File: src/rtl/switch_debounce_pulse_pkg.sv
// ============================================================================
// Module  : switch_debounce_pulse_pkg
// Brief   : FSM state encodings and default timing constants for the debouncer.
// Revision: 1.0 - initial release
// ============================================================================
`default_nettype none

package switch_debounce_pulse_pkg;

    typedef enum logic [1:0] {
        S_LOW      = 2'b00,
        S_CHK_HIGH = 2'b01,
        S_HIGH     = 2'b10,
        S_CHK_LOW  = 2'b11
    } state_t;

    // 10 ms stability window at the 50 MHz board clock.
    localparam int DEF_SYNC_STAGES   = 2;
    localparam int DEF_STABLE_CYCLES = 500000;
    localparam int DEF_CNT_W         = 19;

endpackage

`default_nettype wire

File: src/rtl/bit_synchronizer.sv
// ============================================================================
// Module  : bit_synchronizer
// Brief   : STAGES-deep flop chain bringing an asynchronous bit into Clock.
// Revision: 1.0 - initial release
// ============================================================================
`default_nettype none

module bit_synchronizer #(
    parameter int STAGES = 2
) (
    input  logic Clock,
    input  logic Resetn,
    input  logic d,
    output logic q
);

    logic [STAGES-1:0] chain;

    always_ff @(posedge Clock or negedge Resetn) begin
        if (!Resetn) begin
            chain <= '0;
        end else begin
            chain <= {chain[STAGES-2:0], d};
        end
    end

    assign q = chain[STAGES-1];

endmodule

`default_nettype wire

File: src/rtl/switch_debounce_pulse.sv
// ============================================================================
// Module  : switch_debounce_pulse
// Brief   : Debounces a raw switch into a clean level plus one-cycle edge pulses.
// Revision: 1.0 - initial release
// ============================================================================
`default_nettype none

module switch_debounce_pulse
    import switch_debounce_pulse_pkg::*;
#(
    parameter int SYNC_STAGES   = DEF_SYNC_STAGES,
    parameter int STABLE_CYCLES = DEF_STABLE_CYCLES,
    parameter int CNT_W         = DEF_CNT_W
) (
    input  logic       Clock,
    input  logic       Resetn,
    input  logic       Enable,
    input  logic       Button,
    output logic       Level,
    output logic       Rise,
    output logic       Fall,
    output logic [1:0] State
);

    localparam logic [CNT_W-1:0] LAST_COUNT = CNT_W'(STABLE_CYCLES - 1);

    logic             s;
    state_t           state;
    logic [CNT_W-1:0] count;

    bit_synchronizer #(
        .STAGES (SYNC_STAGES)
    ) u_sync (
        .Clock  (Clock),
        .Resetn (Resetn),
        .d      (Button),
        .q      (s)
    );

    // Pulses default low every cycle so they last exactly one cycle and
    // are forced off whenever Enable is low.
    always_ff @(posedge Clock or negedge Resetn) begin
        if (!Resetn) begin
            state <= S_LOW;
            count <= '0;
            Level <= 1'b0;
            Rise  <= 1'b0;
            Fall  <= 1'b0;
        end else begin
            Rise <= 1'b0;
            Fall <= 1'b0;
            if (Enable) begin
                case (state)
                    S_LOW: begin
                        if (s) begin
                            state <= S_CHK_HIGH;
                            count <= '0;
                        end
                    end
                    S_CHK_HIGH: begin
                        if (!s) begin
                            state <= S_LOW;
                        end else if (count == LAST_COUNT) begin
                            state <= S_HIGH;
                            Level <= 1'b1;
                            Rise  <= 1'b1;
                        end else begin
                            count <= count + 1'b1;
                        end
                    end
                    S_HIGH: begin
                        if (!s) begin
                            state <= S_CHK_LOW;
                            count <= '0;
                        end
                    end
                    S_CHK_LOW: begin
                        if (s) begin
                            state <= S_HIGH;
                        end else if (count == LAST_COUNT) begin
                            state <= S_LOW;
                            Level <= 1'b0;
                            Fall  <= 1'b1;
                        end else begin
                            count <= count + 1'b1;
                        end
                    end
                    default: state <= S_LOW;
                endcase
            end
        end
    end

    assign State = state;

endmodule

`default_nettype wire

File: config.mk
export PLATFORM = sky130hd
export DESIGN_NAME = switch_debounce_pulse
export DESIGN_NICKNAME = d
export VERILOG_FILES = /design/src/rtl/switch_debounce_pulse_pkg.sv /design/src/rtl/bit_synchronizer.sv /design/src/rtl/switch_debounce_pulse.sv
export SDC_FILE = /design/constraint.sdc
export NUM_CORES = 1
export LEC_CHECK = 0
export ABC_AREA = 0
export CORE_MARGIN = 2
export CORE_UTILIZATION = 52
export DETAILED_ROUTE_END_ITERATION = 7
export MAX_ROUTING_LAYER = met4
export PLACE_DENSITY = 0.74
export SLEW_MARGIN = 20
export SYNTH_ARGS = -nofsm -noshare
export SYNTH_HDL_FRONTEND = slang
export SYNTH_SLANG_ARGS = --single-unit
File: constraint.sdc
create_clock -name Clock -period 2 [get_ports Clock]
set_input_delay 0.4 -clock Clock [delete_from_list [all_inputs] [get_ports Clock]]
set_output_delay 0.4 -clock Clock [all_outputs]
set_load 0.02 [all_outputs]
==> impl_metrics.py <==
metrics = {
    "final_layout": {
        "antenna_cells": 0,
        "drive_gt1_share_pct": 21.2,
        "nets": 190,
        "final_common_cell": "dfrtp_1",
        "final_cell_mix": "dfrtp_1, buf_4, nand2_1, a21oi_1",
        "syn2layout_area_growth_pct": 24.5,
    },
    "route": {
        "drc": 0,
        "ant_nets": 0,
        "num_vias": 1370,
        "drtPass1Iterations": 4,
        "wl_um": 3450,
        "post_drt_via_cell_ratio": 6.37,
        "dr.first_iter.drc_count": 68,
        "avgRoutedWirePerCell_um": 16.0,
    },
    "grt": {
        "grt_pass1_vias": 1297,
        "grt_max_degree": 27,
        "antenna_found_initial": 0,
        "grt.overflow.total": 0,
        "grt_usage_pct": 23.6,
        "grt_pass1_wl_um": 5730,
    },
    "power": {
        "power.density_mw_per_mm2": 643,
        "power_leakage_nw": 0.774,
        "vdd_drop_max_mv": 0.559,
        "swShare_pct": 26.4,
        "combinationalPowerShare_pct": 15.1,
        "pwr-share-seq_pct": 53.1,
        "p_switching_mw": 0.304,
        "power.share.clock_pct": 31.9,
        "p_int_mw": 0.848,
    },
    "worst_setup_path": {
        "crit_required_ns": 2.21,
        "startpoint_type": "flip-flop",
        "crit_fanout": 3,
        "timing_worst_setup_path_type": "reg2reg",
        "regToRegStartpoint": "count[5]$_DFFE_PN0P_",
        "crit_arrival_ns": 2.22,
        "r2r-end": "Level$_DFFE_PN0P_",
        "ff2ff_path_depth": 4,
        "cp-end-kind": "flip-flop",
        "ff2ff_setup_slack_ns": -0.004,
    },
    "timing": {
        "hold_viol_final": 0,
        "setup_ws_ns": -0.00352,
        "finalCritPeriodShare_pct": 100,
        "setup-tns-final_ns": -0.00352,
        "clock.fmax_ghz": 0.499,
        "finalCriticalPeriod_ns": 2.00,
        "worst_pin_slew_ns": 0.411,
        "whs_ns": 0.378,
        "drv_slew": 0,
        "skew_ns": 0.0146,
        "rsz0062_at_grt": "yes",
        "setup_viol": 1,
        "relSlewSlack_pct": 72.6,
    },
    "min_path": {
        "min_to": "u_sync.chain[1]$_DFF_PN0_",
        "worstHoldPathType": "reg2reg",
        "hold_path_depth": 0,
        "min_from": "u_sync.chain[0]$_DFF_PN0_",
    },
    "synth": {
        "ys_seq_elements": 26,
        "syn_area_per_cell_sq_um": 9.53,
        "synth_seq_area_share_pct": 45.2,
        "syn_nets": 156,
        "yosysTopAreaCellShare_pct": 45.2,
        "ys_warn_count": 0,
        "postSynthCellCount": 151,
        "synth_top_area_cell": "dfrtp_1",
        "synthTopCellsByArea": "dfrtp_1, nand2_1, a21oi_1, or3_1, nand3_1",
        "yosysUniqueCellTypes": 39,
        "syn_area_sq_mm": 0.00144,
    },
    "place": {
        "finalWeightedCongestion": 0.888,
        "place_ws_ns": -0.0802,
        "hpwlAfterDp_um": 2550,
        "numPortBuffers": 8,
    },
    "floorplanning": {
        "rows": 19,
        "core_sq_mm": 0.00269,
        "chipHeight_um": 56.6,
        "die_w_um": 56.6,
        "start_util_pct": 53.6,
        "ioPinCount": 9,
        "die_area_sq_mm": 0.00320,
    },
    "cts": {
        "cts.sink_count": 26,
        "numCtsBuffers": 3,
        "clockRootBuffer": "clkbuf_4",
        "clk_pin_slew_ns": 0.15,
        "h-tree-depth": 1,
        "cts_buffer_depth": 2,
        "worstSkewPairLatency_ns": 0.33,
        "tritoncts": "done",
    },
    "flow_run": {
        "maxCapViolCount": 0,
    },
    "outcome": {
        "status": "finished with violations",
        "violations": "setup timing",
    },
}
-- logic make-up (layout without fill, tap and decap cells) --
family,count (synthesis),after routing,synth area share (%)
and+or+nand+nor,75,75,31.7
AOI/OAI and AO/OA,35,35,15.6
DFF,26,26,45.2
buffers and inverters,7,40,1.83
muxes,5,5,3.65
xor gates and xnor gates,2,2,1.22
adders and majority gates,1,1,0.869
-- power by group through the flow --
stage / clock network [mW] / registers (mW) / logic [mW]
2_1_floorplan: 0 / 0.613 / 0.0934
3_3_place_gp: 0 / 0.617 / 0.167
3_5_place_dp: 0 / 0.619 / 0.172
4_1_cts: 0.366 / 0.610 / 0.173
5_1_grt: 0.395 / 0.618 / 0.199
6_report: 0.367 / 0.612 / 0.174
-- routing by layer --
layer / global-route usage [%] / up-vias / share of wire, %
met3: 4.15 / 17 / 5.1
met5: - / - / 0
li1: - / 641 / -
met4: 10.9 / 0 / 3.3
met1: 28.2 / 665 / 42
met2: 38.7 / 47 / 49
-- area by class of cell --
class | count | area [sq um]
Tap cell | 31 | 38.8
Inverter | 6 | 22.5
Sequential cell | 26 | 652
Multi-Input combinational cell | 118 | 781
Clock buffer | 3 | 22.5
Timing Repair Buffer | 30 | 245
Clock inverter | 1 | 30.0
Fill cell | 207 | 895
-- worst max path at each step --
stage / from / endpoint / slack (ns) / depth (start not counted)
6_report: count[5]$_DFFE_PN0P_ / Level$_DFFE_PN0P_ / -0.004 / 4
5_1_grt: count[5]$_DFFE_PN0P_ / Level$_DFFE_PN0P_ / -0.06 / 4
4_1_cts: count[14]$_DFFE_PN0P_ / Level$_DFFE_PN0P_ / 0.01 / 4
3_5_place_dp: Enable / count[14]$_DFFE_PN0P_ / -0.08 / 5
3_3_place_gp: Enable / count[14]$_DFFE_PN0P_ / -0.05 / 5
2_1_floorplan: count[14]$_DFFE_PN0P_ / Level$_DFFE_PN0P_ / 0.09 / 4
-- stage by stage --
stage	area, sq um	util [%]	power, mW	cells
6_report	1790	66.7	1.15	215
2_1_floorplan	1440	-	0.706	151
5_1_grt	1790	66.7	1.21	215
4_1_cts	1760	65.4	1.15	213
3_3_place_gp	1700	63.4	0.784	209
3_5_place_dp	1700	63.4	0.792	209
-- registers in the layout (all words and copies together), names as in the netlist, named ones only --
| name | flops |
|---|---|
| count | 19 |
| u_sync.chain | 2 |
| Fall | 1 |
| Level | 1 |
| Rise | 1 |
| State | 1 |
-- synth_stat cells, drive strengths merged --
cell type and instances:
dfrtp 26, and2 1, a21o 1, or4 7, nand4 5, nor3 6
or2 1, or3 8, a311oi 1, nand3 9, o41ai 1, a21boi 3
nand4b 2, a21oi 12, inv 6, xor2 1, mux2i 3, mux2 2
and4 2, o31ai 3, and3 2, nor2b 2, nor2 5, nor4 2
o211ai 3, clkbuf 1, o21ai 9, nand2 20, a2111oi 1, ha 1
nor4b 1, xnor2 1, o22a 1, nand2b 2
-- worst max-delay path: stages, from the launching register on --
cell	delay (ns)
dfrtp_1	0.41
or4_4	0.57
or4_4	0.46
o41ai_4	0.33
nand3_1	0.11
-- timing repair --
| item | 4_1_cts | 5_1_grt |
|---|---|---|
| buffers inserted | 0 | 2 |
| resized for setup | 0 | 3 |
| hold buffers | 0 | 0 |
| endpoints found under the setup margin | 0 | 5 |
No activity file was read; power rests on OpenSTA's default activity.
==> edit: new RTL, config.mk and constraints unchanged <==
The package constant `DEF_CNT_W` goes from 19 to 21.
--- a/src/rtl/switch_debounce_pulse_pkg.sv
+++ b/src/rtl/switch_debounce_pulse_pkg.sv
@@ -19,3 +19,3 @@
     localparam int DEF_STABLE_CYCLES = 500000;
-    localparam int DEF_CNT_W         = 19;
+    localparam int DEF_CNT_W         = 21;
 
Function: same outputs for any inputs over 10 cycles, from zero or initial values and one cycle with Resetn low; that may be too few to reach the edited logic, so the function may still have changed.
==> edit against the unedited design <==
  * Largest cell class unchanged
  * Total power shrank 18%
  * Critical endpoint is now State[1]
  * Global-route usage shrank 2.4 points
  * Worst hold slack got worse by 0.0077 ns
  * Largest power group unchanged
  * Synthesized cell count is 2.6% lower
  * Synthesized area up 0.96%
  * Sequential cell count grew 2
  * Wire length down 12%
  * Die area is 0.89% higher
  * Cell area is 8.4% lower
  * Worst setup slack improved by 0.12 ns
  * Sequential share of layout area up 6.3 points
==> edit: results (changes against the unedited design) <==
* Cts bufs inserted at 3 (unchanged)
* Maximum vdd ir drop at 0.437 mV (-22%)
* Outcome: finished, final reports clean
* Distinct cell type count after synthesis at 40 (+2.6%)
* Most frequent cells after synthesis: dfrtp_1 (28), nand2_1 (13), nor2_1 (12)
* GRT Resource Usage Total at 0.212 (-0.0236)
* CP delay by family, top: buffers and inverters
* FF-to-FF setup slack at 0.12 ns (+0.12 ns)
* Min-Delay Startpoint: u_sync.chain[0]$_DFF_PN0_
* Clock Skew at 0.00725 ns (-0.00730 ns)
* N_diodes at 0 (unchanged)
* First-pass DRT Iterations at 5 (+1)
* Clock-pin slew on the worst setup and hold paths at 0.13 ns (-0.02 ns)
* Port buffer count at 8 (unchanged)
* Fraction of layout cells with a size suffix above 1 at 0.168 (-0.0443)
* GRT met2 Usage at 0.319 (-0.0681)
* First-pass GRT wire length at 5270 um (-8.0%)
* Largest net degree at the start of global routing at 29 (+7.4%)
* Post-CTS setup repair buffer count at 0 (unchanged)
* Worst path slowest cell: clkdlybuf4s50_1
* Hpwl dp at 2170 um (-15%)
* RR Startpoint: count[14]$_DFFE_PN0P_
* Worst Path Max Fanout at 6 (+3)
* Fraction of registers with async set/reset at 1.00 (unchanged)
* Leakage at 0.000672 uW (-13%)
* Biggest regs: count x21, u_sync.chain x2
* Synth area leaders: dfrtp_1 (48%), xnor2_1 (4.8%), nand2_1 (3.4%)
* Arrival time at the worst endpoint at 1.48 ns (-0.74 ns)
* Slowest Stage Delay on Critical Path at 0.66 ns (+0.09 ns)
* Synthesized Nets at 152 (-2.6%)
* Gp weighted congestion at 0.815 (-8.3%)
* Fin nets at 168 (-12%)
* M1 GR Usage at 0.300 (+0.0178)
* Vias in the first global route at 1,146 (-12%)
* DP Area at 1610 sq um (-5.4%)
* Clock Path Buffers at 2 (unchanged)
* Via density at 6.16 (-3.3%)
* CTS Root Cell: clkbuf_4
* FF-to-FF path depth at 4 (unchanged)
* Detailed Route Iter0 Violations at 51 (-25%)
* Seq/Total Area, Yosys at 0.482 (+0.0302)
* Routed wire length per instance at 15.8 um (-1.5%)
* Met3 Usage GRT at 0.0253 (-0.0161)
* Post-DRT Antenna Nets at 0 (unchanged)
* Slew margin rel. at 0.764 (+0.0381)
* Initial antenna violation count at 0 (unchanged)
edit: routing by layer:
layer	part of all wire	up-vias
met2	0.47	31
met5	0	-
li1	-	569
met3	0.047	5
met4	0.012	0
met1	0.47	578
edit: what timing repair did:
action / in CTS / in global routing
gates resized for setup: 0 / 1
endpoints found under the hold margin: 0 / 0
setup endpoints to repair: 0 / 1
edit: cell type report:
cell class | count | area [sq um]
clock buffer | 3 | 22.5
fill | 232 | 1070
sequential | 28 | 701
inverter | 4 | 15.0
timing repair buffer | 16 | 140
multi-input combinational | 110 | 723
tap | 31 | 38.8
edit: through the flow:
step                setup WS (ns)  hold WS (ns)  cells
floorplan                   0.220         0.104    147
global placement            0.140         0.339    189
detailed placement         0.0936         0.343    189
CTS                         0.102         0.374    192
global route               0.0236         0.375    192
finish                      0.116         0.371    192
edit: power breakdown:
part,leakage [uW],switching [uW],internal (uW)
sequential,0.000378,32.5,590
combinational,0.000280,55.4,39.8
clock,0.0000138,155,70.7
total,0.000672,243,700
edit: kinds of logic (layout without fill, tap and decap cells):
| group | after synthesis | count (layout) | synth area share |
|---|---|---|---|
| fa+ha+maj | 1 | 1 | 0.00861 |
| simple gates | 69 | 69 | 0.275 |
| compound gates | 28 | 28 | 0.126 |
| xor+xnor | 9 | 9 | 0.0594 |
| mux | 3 | 3 | 0.0250 |
| flops | 28 | 28 | 0.482 |
| buf+inv | 9 | 23 | 0.0241 |
edit: how the worst max path moves through the flow:
stage | depth (start not counted) | start | to | slack [ns]
3_3_place_gp | 5 | Enable | Level$_DFFE_PN0P_ | 0.14
5_1_grt | 6 | count[1]$_DFFE_PN0P_ | count[18]$_DFFE_PN0P_ | 0.02
3_5_place_dp | 4 | Enable | count[9]$_DFFE_PN0P_ | 0.09
2_1_floorplan | 4 | count[14]$_DFFE_PN0P_ | Level$_DFFE_PN0P_ | 0.22
6_report | 1 | flop | State[1] | 0.12
4_1_cts | 1 | flop | State[1] | 0.10
